$ cat src/rtl/bf_div_iter.sv
// Iterative bfloat16 divider: restoring significand division, one quotient bit
// per cycle, followed by a single normalise/round-to-nearest-even cycle.
module bf_div_iter #(
    parameter int NEXP = 8,
    parameter int NSIG = 7
) (
    input  logic                   clk,
    input  logic                   rst,
    input  logic                   start,
    input  logic [NEXP+NSIG:0]     a,
    input  logic [NEXP+NSIG:0]     b,
    output logic                   busy,
    output logic                   done,
    output logic [NEXP+NSIG:0]     q,
    output logic [5:0]             bfFlags,
    output logic [4:0]             exception
);
    localparam int W  = NEXP + NSIG + 1;
    localparam int MW = NSIG + 1;          // significand incl. hidden bit
    localparam int RW = NSIG + 2;          // partial remainder
    localparam int QW = NSIG + 3;          // int + fraction + guard + round
    localparam int EW = NEXP + 3;          // signed working exponent
    localparam int CW = $clog2(QW);

    localparam logic [EW-1:0] E_ONE    = EW'(1);
    localparam logic [EW-1:0] E_BIAS   = EW'(2**(NEXP-1) - 1);
    localparam logic [EW-1:0] E_MAX    = EW'(2**NEXP - 1);
    localparam logic [CW-1:0] CNT_LAST = CW'(QW - 1);
    localparam logic [W-1:0]  QNAN_W   = {1'b0, {NEXP{1'b1}}, 1'b1, {(NSIG-1){1'b0}}};

    localparam logic [5:0] F_QNAN = 6'b010000;
    localparam logic [5:0] F_INF  = 6'b001000;
    localparam logic [5:0] F_ZERO = 6'b000100;
    localparam logic [5:0] F_SUB  = 6'b000010;
    localparam logic [5:0] F_NORM = 6'b000001;
    localparam logic [4:0] X_INV  = 5'b10000;
    localparam logic [4:0] X_DZ   = 5'b01000;
    localparam logic [4:0] X_OVF  = 5'b00100;

    typedef enum logic [2:0] {S_IDLE, S_UNPACK, S_DIVIDE, S_ROUND, S_DONE} state_t;
    state_t r_state, w_state_next;

    logic [W-1:0]  r_a, r_b, r_q;
    logic [5:0]    r_flags;
    logic [4:0]    r_exc;
    logic          r_sign;
    logic [EW-1:0] r_e;
    logic [MW-1:0] r_div;
    logic [RW-1:0] r_rem;
    logic [QW-1:0] r_quo;
    logic [CW-1:0] r_cnt;

    // ---------------- operand unpack ----------------
    logic [W-1:0]  w_op [2];
    logic [1:0]    w_sgn, w_zero, w_inf, w_nan, w_snan;
    logic [MW-1:0] w_man [2];
    logic [EW-1:0] w_exp [2];

    assign w_op[0] = r_a;
    assign w_op[1] = r_b;

    for (genvar gi = 0; gi < 2; gi++) begin : g_unpack
        logic [NEXP-1:0] w_ef;
        logic [NSIG-1:0] w_fr;
        logic [MW-1:0]   w_m;
        logic [EW-1:0]   w_sh;

        assign w_ef        = w_op[gi][W-2:NSIG];
        assign w_fr        = w_op[gi][NSIG-1:0];
        assign w_sgn[gi]   = w_op[gi][W-1];
        assign w_zero[gi]  = (w_ef == '0) && (w_fr == '0);
        assign w_inf[gi]   = (&w_ef) && (w_fr == '0);
        assign w_nan[gi]   = (&w_ef) && (w_fr != '0);
        assign w_snan[gi]  = w_nan[gi] && !w_fr[NSIG-1];

        // subnormals are left-justified so every finite operand looks like 1.xxx
        always_comb begin
            w_m  = {(w_ef != '0), w_fr};
            w_sh = '0;
            for (int k = 0; k < NSIG; k++) begin
                if (!w_m[NSIG]) begin
                    w_m  = w_m << 1;
                    w_sh = w_sh + E_ONE;
                end
            end
        end

        assign w_man[gi] = w_m;
        assign w_exp[gi] = ((w_ef == '0) ? E_ONE : {{(EW-NEXP){1'b0}}, w_ef}) - w_sh;
    end

    logic          w_sign, w_lt;
    logic [EW-1:0] w_e0, w_e_un;
    logic [W-1:0]  w_inf_q, w_zero_q;

    assign w_sign   = ^w_sgn;
    assign w_lt     = w_man[0] < w_man[1];
    assign w_e0     = w_exp[0] - w_exp[1] + E_BIAS;
    assign w_e_un   = w_lt ? (w_e0 - E_ONE) : w_e0;
    assign w_inf_q  = {w_sign, {NEXP{1'b1}}, {NSIG{1'b0}}};
    assign w_zero_q = {w_sign, {(W-1){1'b0}}};

    logic          w_spec;
    logic [W-1:0]  w_spec_q;
    logic [5:0]    w_spec_f;
    logic [4:0]    w_spec_x;

    always_comb begin
        w_spec   = 1'b1;
        w_spec_q = QNAN_W;
        w_spec_f = F_QNAN;
        w_spec_x = '0;
        if (|w_nan) begin
            w_spec_x = {|w_snan, 4'b0000};
        end else if ((&w_zero) || (&w_inf)) begin
            w_spec_x = X_INV;
        end else if (w_zero[1]) begin
            w_spec_q = w_inf_q;
            w_spec_f = F_INF;
            w_spec_x = X_DZ;
        end else if (w_inf[0]) begin
            w_spec_q = w_inf_q;
            w_spec_f = F_INF;
        end else if (w_inf[1] || w_zero[0]) begin
            w_spec_q = w_zero_q;
            w_spec_f = F_ZERO;
        end else begin
            w_spec   = 1'b0;
        end
    end

    // ---------------- restoring divide step ----------------
    logic [RW:0]   w_trial;
    logic          w_qbit;
    logic [RW-1:0] w_rem_keep, w_rem_next;

    assign w_trial    = {1'b0, r_rem} - {2'b00, r_div};
    assign w_qbit     = ~w_trial[RW];
    assign w_rem_keep = w_qbit ? w_trial[RW-1:0] : r_rem;
    assign w_rem_next = w_rem_keep << 1;

    // ---------------- normalise / round ----------------
    logic          w_tiny, w_lost, w_st, w_g, w_r, w_inc, w_inexact, w_ovf;
    logic [EW-1:0] w_shamt, w_e_rnd;
    logic [QW-1:0] w_al;
    logic [MW:0]   w_sum;

    assign w_tiny    = r_e[EW-1] || (r_e == '0);
    assign w_shamt   = w_tiny ? (E_ONE - r_e) : '0;
    assign w_lost    = |(r_quo & ~({QW{1'b1}} << w_shamt));
    assign w_al      = r_quo >> w_shamt;
    assign w_st      = (r_rem != '0) || w_lost;
    assign w_g       = w_al[1];
    assign w_r       = w_al[0];
    assign w_inc     = w_g && (w_r || w_st || w_al[2]);
    assign w_sum     = {1'b0, w_al[QW-1:2]} + {{MW{1'b0}}, w_inc};
    assign w_inexact = w_g || w_r || w_st;
    assign w_e_rnd   = w_sum[MW] ? (r_e + E_ONE) : r_e;
    assign w_ovf     = !w_tiny && (w_e_rnd >= E_MAX);

    logic [W-1:0]  w_rnd_q;
    logic [5:0]    w_rnd_f;
    logic [4:0]    w_rnd_x;

    // on a mantissa carry-out the fraction field is all zeros either way
    always_comb begin
        w_rnd_q = {r_sign, w_e_rnd[NEXP-1:0], w_sum[NSIG-1:0]};
        w_rnd_f = F_NORM;
        w_rnd_x = {4'b0000, w_inexact};
        if (w_ovf) begin
            w_rnd_q = {r_sign, {NEXP{1'b1}}, {NSIG{1'b0}}};
            w_rnd_f = F_INF;
            w_rnd_x = X_OVF | 5'b00001;
        end else if (w_tiny) begin
            w_rnd_x = {3'b000, w_inexact, w_inexact};
            if (w_sum[NSIG]) begin
                w_rnd_q = {r_sign, {{(NEXP-1){1'b0}}, 1'b1}, w_sum[NSIG-1:0]};
            end else if (w_sum[NSIG-1:0] == '0) begin
                w_rnd_q = {r_sign, {(W-1){1'b0}}};
                w_rnd_f = F_ZERO;
            end else begin
                w_rnd_q = {r_sign, {NEXP{1'b0}}, w_sum[NSIG-1:0]};
                w_rnd_f = F_SUB;
            end
        end
    end

    // ---------------- control ----------------
    always_ff @(posedge clk) begin
        if (rst) r_state <= S_IDLE;
        else     r_state <= w_state_next;
    end

    always_comb begin
        w_state_next = r_state;
        case (r_state)
            S_IDLE:   if (start) w_state_next = S_UNPACK;
            S_UNPACK: w_state_next = w_spec ? S_DONE : S_DIVIDE;
            S_DIVIDE: if (r_cnt == CNT_LAST) w_state_next = S_ROUND;
            S_ROUND:  w_state_next = S_DONE;
            S_DONE:   w_state_next = start ? S_UNPACK : S_IDLE;
            default:  w_state_next = S_IDLE;
        endcase
    end

    always_ff @(posedge clk) begin
        if (rst) begin
            r_a     <= '0;
            r_b     <= '0;
            r_q     <= '0;
            r_flags <= '0;
            r_exc   <= '0;
            r_sign  <= 1'b0;
            r_e     <= '0;
            r_div   <= '0;
            r_rem   <= '0;
            r_quo   <= '0;
            r_cnt   <= '0;
        end else begin
            case (r_state)
                S_IDLE, S_DONE: begin
                    if (start) begin
                        r_a <= a;
                        r_b <= b;
                    end
                end
                S_UNPACK: begin
                    r_sign <= w_sign;
                    r_e    <= w_e_un;
                    r_div  <= w_man[1];
                    r_rem  <= w_lt ? {w_man[0], 1'b0} : {1'b0, w_man[0]};
                    r_quo  <= '0;
                    r_cnt  <= '0;
                    if (w_spec) begin
                        r_q     <= w_spec_q;
                        r_flags <= w_spec_f;
                        r_exc   <= w_spec_x;
                    end
                end
                S_DIVIDE: begin
                    r_rem <= w_rem_next;
                    r_quo <= {r_quo[QW-2:0], w_qbit};
                    r_cnt <= r_cnt + CW'(1);
                end
                S_ROUND: begin
                    r_q     <= w_rnd_q;
                    r_flags <= w_rnd_f;
                    r_exc   <= w_rnd_x;
                end
                default: ;
            endcase
        end
    end

    assign busy      = (r_state == S_UNPACK) || (r_state == S_DIVIDE) || (r_state == S_ROUND);
    assign done      = (r_state == S_DONE);
    assign q         = r_q;
    assign bfFlags   = r_flags;
    assign exception = r_exc;

endmodule

$ cat config.mk
export PLATFORM = sky130hd
export DESIGN_NAME = bf_div_iter
export DESIGN_NICKNAME = d
export VERILOG_FILES = /design/src/rtl/bf_div_iter.sv
export SDC_FILE = /design/constraint.sdc
export NUM_CORES = 1
export LEC_CHECK = 0
export ABC_AREA = 0
export CAP_MARGIN = 10
export CORE_MARGIN = 2
export CORE_UTILIZATION = 38
export DETAILED_ROUTE_END_ITERATION = 12
export SYNTH_ARGS = -nofsm -noshare
export SYNTH_HDL_FRONTEND = slang
export SYNTH_SLANG_ARGS = --single-unit
export TNS_END_PERCENT = 30
$ cat constraint.sdc
create_clock -name clk -period 13.4 [get_ports clk]
set_input_delay 3.35 -clock clk [delete_from_list [all_inputs] [get_ports clk]]
set_output_delay 3.35 -clock clk [all_outputs]
set_load 0.005 [all_outputs]
==> flow_summary.yaml, run 1 <==
run_status:
  outcome: "finished clean"
logic_synthesis:
  yosys-top-cells-area: "dfxtp_1 (25%), nand2_1 (6.6%), ha_1 (6.0%)"
  synth-main-ff-cell: "dfxtp_1"
  synth_warnings: 0
  yosysMostFrequentCell: "nand2_1"
  ys_seq_area_share_pct: 25.5
  synthArstFlopShare_pct: 0
  yosys.area.top_type_share_pct: 25.5
  synth.distinct_cells: 92
  synth_edf_count: 0
  synth_area_leader_cell: "dfxtp_1"
  postSynthAreaPerCell_um2: 7.51
  synth_area_um2: 8170
  synth-seq-cells: 104
  yosys-top-cells-count: "nand2_1 (143), nor2_1 (112), dfxtp_1 (104)"
  syn_inst: 1088
routing:
  vias: 7779
  drtIter0Drc: 492
  drtAntennaViolNets: 0
  post-route-drc-count: 0
  vias_per_cell: 5.66
  first_pass_iters: 5
  routed_wl_um: 22700
  wl_per_cell_um: 16.5
cells_and_area:
  fin_nets: 1184
  drive_above_1_share_pct: 6.82
  synthToLayoutAreaGrowth_pct: 12.4
  utilization_pct: 43.5
  num_antenna_cells: 0
critical_path:
  worstSetupEndpointType: "register"
  start_kind: "register"
  max_stage_delay_ps: 530
  r2r_end: "r_e[8]"
  crit_arrival_ps: 7590
  cp_slowest_cell: "nor4_1"
  r2r-start: "r_a[11]"
  r2r_slack_ps: 6030
  crit_top_cell: "ha_1"
  required_ps: 13620
  worstPathMaxFanout: 9
  path_buf_inv: 1
  criticalPathCategory: "register to register"
  crit_family: "adder cells"
  r2r_cells: 26
floorplanning:
  coreArea_um2: 21100
  die_area_um2: 22700
  die_y_um: 151
  initial_core_util_pct: 38.7
  ios: 64
  rows: 53
  chipWidth_um: 151
timing:
  fin_crit_ps: 7370
  slew_headroom_pct: 29.4
  worst_pin_slew_ps: 1060
  setup_violations: 0
  post-route-period-util_pct: 55.0
  hold_violations: 0
  drv_slew: 0
  fmaxAchievable_mhz: 136
  fin_skew_ps: 7.82
  tns_ps: 0
  rsz0062_at_grt: "no"
cts:
  clock_sinks: 104
  post-cts-setup-buffer-count: 0
  clock_latency_ps: 360
  cts_tree: "yes"
  cts_resized: 0
  cts_hold_buf: 0
  cts_buffers: 9
  ctsLongestPathBuffers: 2
  root_buffer: "clkbuf_16"
  ctsHtreeMaxLevel: 3
  path_clk_slew_ps: 70
power_and_ir_drop:
  p_total_mw: 1.49
  ir_drop_uv: 87.8
  leakagePower_nw: 3.37
  power.density_nw_per_um2: 162
run:
  cap_violations: 0
worst_hold_path:
  min_delay_path_depth: 2
  hp-start: "exception[2]"
  hp-class: "register to register"
  min_to: "exception[2]"
global_routing:
  overflow: 0
  grt_usage_pct: 20.7
  antenna_found_initial: 0
  grt_max_degree: 68
  grt_pass1_wl_um: 37900
  first_global_vias: 7257
placed_design:
  place_congestion: 0.877
  io_buffers: 62
  hpwlAfterDp_um: 16900
## stage by stage
step | cells | hold WS [ps] | cell area, um2 | setup WS, ps
6_report | 1374 | 460 | 9180 | 6030
5_1_grt | 1374 | 478 | 9180 | 5550
4_1_cts | 1373 | 466 | 9170 | 5980
3_5_place_dp | 1357 | 456 | 8860 | 5990
3_3_place_gp | 1357 | 453 | 8860 | 6190
2_1_floorplan | 1091 | 441 | 8180 | 6460
## cell usage in the layout (no fill, tap or decap), drive strengths merged, types with 11 or more instances in the layout
cell	count
inv	63
nand3	28
dfxtp	104
a21oi	96
ha	39
nand2	143
fa	16
mux2i	15
xor2	15
a211oi	19
nand4	18
xnor2	22
a31oi	11
o21ai	60
nor2	114
clkdlybuf4s50	61
and3	14
nor3	30
a22oi	13
nor4	14
## cells by family (layout without fill, tap and decap cells)
| logic type | after synthesis | in the layout | share of synthesized area, % |
|---|---|---|---|
| fa+ha+maj | 55 | 55 | 9.90 |
| buf+inv | 137 | 145 | 6.89 |
| mux | 25 | 25 | 3.40 |
| xor+xnor | 37 | 37 | 3.97 |
| compound gates | 302 | 302 | 24.7 |
| flops | 104 | 104 | 25.5 |
| simple gates | 426 | 426 | 25.6 |
| other cells | 2 | 5 | 0.0920 |
## how the worst max path moves through the flow
| stage | start | end | cells after the start |
|---|---|---|---|
| 4_1_cts | r_a[11] | r_e[8] | 26 |
| 5_1_grt | r_a[11] | r_e[8] | 26 |
| 2_1_floorplan | r_b[11] | r_e[8] | 27 |
| 6_report | r_a[11] | r_e[8] | 26 |
| 3_3_place_gp | r_a[11] | r_e[8] | 26 |
| 3_5_place_dp | r_a[11] | r_e[8] | 26 |
## metal layers
| layer | share of wire [%] | global-route usage, % | vias up |
|---|---|---|---|
| li1 | - | - | 3889 |
| met1 | 47 | 28.7 | 3631 |
| met2 | 46 | 34.2 | 218 |
| met3 | 4.4 | 2.42 | 41 |
| met4 | 2.1 | 5.51 | 0 |
| met5 | 0 | 0 | - |
## area by class of cell
type,instances,area (um2)
fill,2195,11900
multi-input combinational,850,5550
sequential,104,2080
timing repair buffer,68,661
tap,275,344
clock buffer,10,239
inverter,61,229
clock inverter,6,75.1
## sequential cells by signal, indices dropped and copies added, names as in the netlist
signal     cells
q             16
r_a           16
r_b           16
r_e           11
r_quo         10
r_rem          9
r_div          8
bfFlags        5
exception      5
r_cnt          4
r_state        3
r_sign         1
## worst reg2reg max path, stage by stage (launching register included)
cell and delay, ps:
dfxtp_1 340, nor4_1 530, nand2_1 340, nor2_1 250
ha_1 280, o31a_1 250, ha_1 310, mux2i_1 70
a21boi_0 290, ha_1 280, mux2_2 280, ha_1 290
mux2_2 280, fa_1 530, inv_1 60, fa_1 470
ha_1 230, fa_1 400, a21o_1 190, a21oi_1 230
o21bai_1 90, a21oi_1 220, xnor2_1 120, or2_2 330
or3b_2 440, nand3_1 90, a21oi_1 60
## power by group
part	switching (mW)	internal, mW	leakage (nW)
sequential	0.0475	0.335	0.848
combinational	0.501	0.325	2.37
clock	0.128	0.153	0.152
(Power assumes the default switching activity.)
==> inputs of run 2 (changes only) <==
- clock period: 13.4 -> 6.64 ns (I/O delays scaled with it)
==> run 2 against run 1 <==
Against the previous run:
- clock skew increased by 1.4 ps
- sequential cell count unchanged
- fmax increased by 15%
- first-iteration DRC count decreased by 2.2%
- register-to-register slack got worse by 5800 ps
- critical endpoint unchanged
==> flow_summary.yaml, run 2 (synthesized netlist as in run 1, its figures left out) <==
run_status:
  outcome: "finished clean"
global_routing:
  first_global_vias: 7618
  overflow: 0
  antenna_found_initial: 0
  grt_usage_pct: 21.0
  grt_max_degree: 61
  grt_pass1_wl_um: 38500
power_and_ir_drop:
  power.density_nw_per_um2: 333
  ir_drop_uv: 212
  leakagePower_nw: 3.57
  p_total_mw: 3.20
cts:
  root_buffer: "clkbuf_16"
  cts_hold_buf: 0
  clock_sinks: 104
  clock_latency_ps: 360
  path_clk_slew_ps: 70
  ctsHtreeMaxLevel: 3
  ctsLongestPathBuffers: 2
  cts_tree: "yes"
  cts_buffers: 9
routing:
  routed_wl_um: 23200
  vias_per_cell: 5.65
  drtIter0Drc: 481
  vias: 7977
  first_pass_iters: 5
  post-route-drc-count: 0
  wl_per_cell_um: 16.4
  drtAntennaViolNets: 0
timing:
  fin_crit_ps: 6420
  worst_pin_slew_ps: 1170
  post-route-period-util_pct: 96.7
  fin_skew_ps: 9.22
  tns_ps: 0
  slew_headroom_pct: 21.7
  hold_violations: 0
  setup_violations: 0
  fin_hold_ws_ps: 469
  setup_slack_ps: 218
  fmaxAchievable_mhz: 156
  drv_slew: 0
critical_path:
  crit_arrival_ps: 6640
  start_kind: "register"
  required_ps: 6860
  worstSetupEndpointType: "register"
  worstPathMaxFanout: 4
  criticalPathCategory: "register to register"
cells_and_area:
  utilization_pct: 45.6
  fin_nets: 1223
  final_common_cell: "nand2_1"
  drive_above_1_share_pct: 11.9
  fin_cells: 1413
  num_antenna_cells: 0
  finish.instance_area_um2: 9630
  synthToLayoutAreaGrowth_pct: 17.9
  layout_common_cells: "nand2_1 (142), nor2_1 (109), dfxtp_1 (102)"
floorplanning:
  rows: 53
  die_area_um2: 22700
  initial_core_util_pct: 38.7
  chipWidth_um: 151
  die_y_um: 151
  coreArea_um2: 21100
  ios: 64
placed_design:
  place_inst: 1393
  io_buffers: 62
  pre_cts_slack_ps: -49.4
  placed_cell_area_um2: 9150
  place_congestion: 0.902
  hpwlAfterDp_um: 17400
run:
  cap_violations: 0
worst_hold_path:
  hp-class: "register to register"
-- run 2: path summary, 6_finish.rpt --
path	startpoint	end	slack, ps	cells after the start
setup / recovery	r_b[10]	r_e[8]	220	25
hold reg to reg	exception[2]	exception[2]	470	2
setup reg to reg	r_b[10]	r_e[8]	220	25
hold / removal	exception[2]	exception[2]	470	2
-- run 2: worst max-delay path, cell delays in order (launching register included) --
cell      delay, ps
dfxtp_1         310
or4_4           550
or2_4           300
a21oi_4         150
ha_4            210
o21a_1          200
ha_4            220
mux2_2          270
ha_1            290
mux2_4          280
ha_4            160
nand2_1          60
xnor2_1         130
xnor2_1         150
fa_1            450
fa_1            530
fa_2            420
a21o_1          180
a21oi_2         170
o21bai_1        110
a21oi_2         200
xnor2_2          90
or2_4           260
or3b_2          450
nand3_2          80
a21oi_1          60
-- run 2: per-layer routing --
layer / vias up / wire, um / share of wire, % / GRT usage (%)
met2: 196 / 11100 / 48 / 35.6
met5: - / 0 / 0 / 0
met3: 27 / 1000 / 4.3 / 3.58
li1: 3971 / - / - / -
met4: 0 / 480 / 2.1 / 5.98
met1: 3783 / 10600 / 46 / 27.5
-- run 2: what timing repair did --
| item | CTS | global route |
|---|---|---|
| gates resized for setup | 5 | 25 |
| pin swaps | 0 | 22 |
| endpoints found under the setup margin | 1 | 3 |
| buffers inserted | 0 | 4 |
| gates cloned | 0 | 0 |
-- run 2: cell type report --
| cell class | instances | area, um2 |
|---|---|---|
| Fill cell | 2190 | 11500 |
| Clock buffer | 12 | 246 |
| Tap cell | 275 | 344 |
| Inverter | 61 | 229 |
| Multi-Input combinational cell | 850 | 5710 |
| Sequential cell | 104 | 2080 |
| Timing Repair Buffer | 107 | 953 |
| Clock inverter | 4 | 53.8 |
-- run 2: power by group --
part / total (mW) / switching [mW] / internal, mW
logic: 1.90 / 1.09 / 0.808
registers: 0.755 / 0.0779 / 0.677
clock network: 0.552 / 0.248 / 0.304
total: 3.20 / 1.41 / 1.79
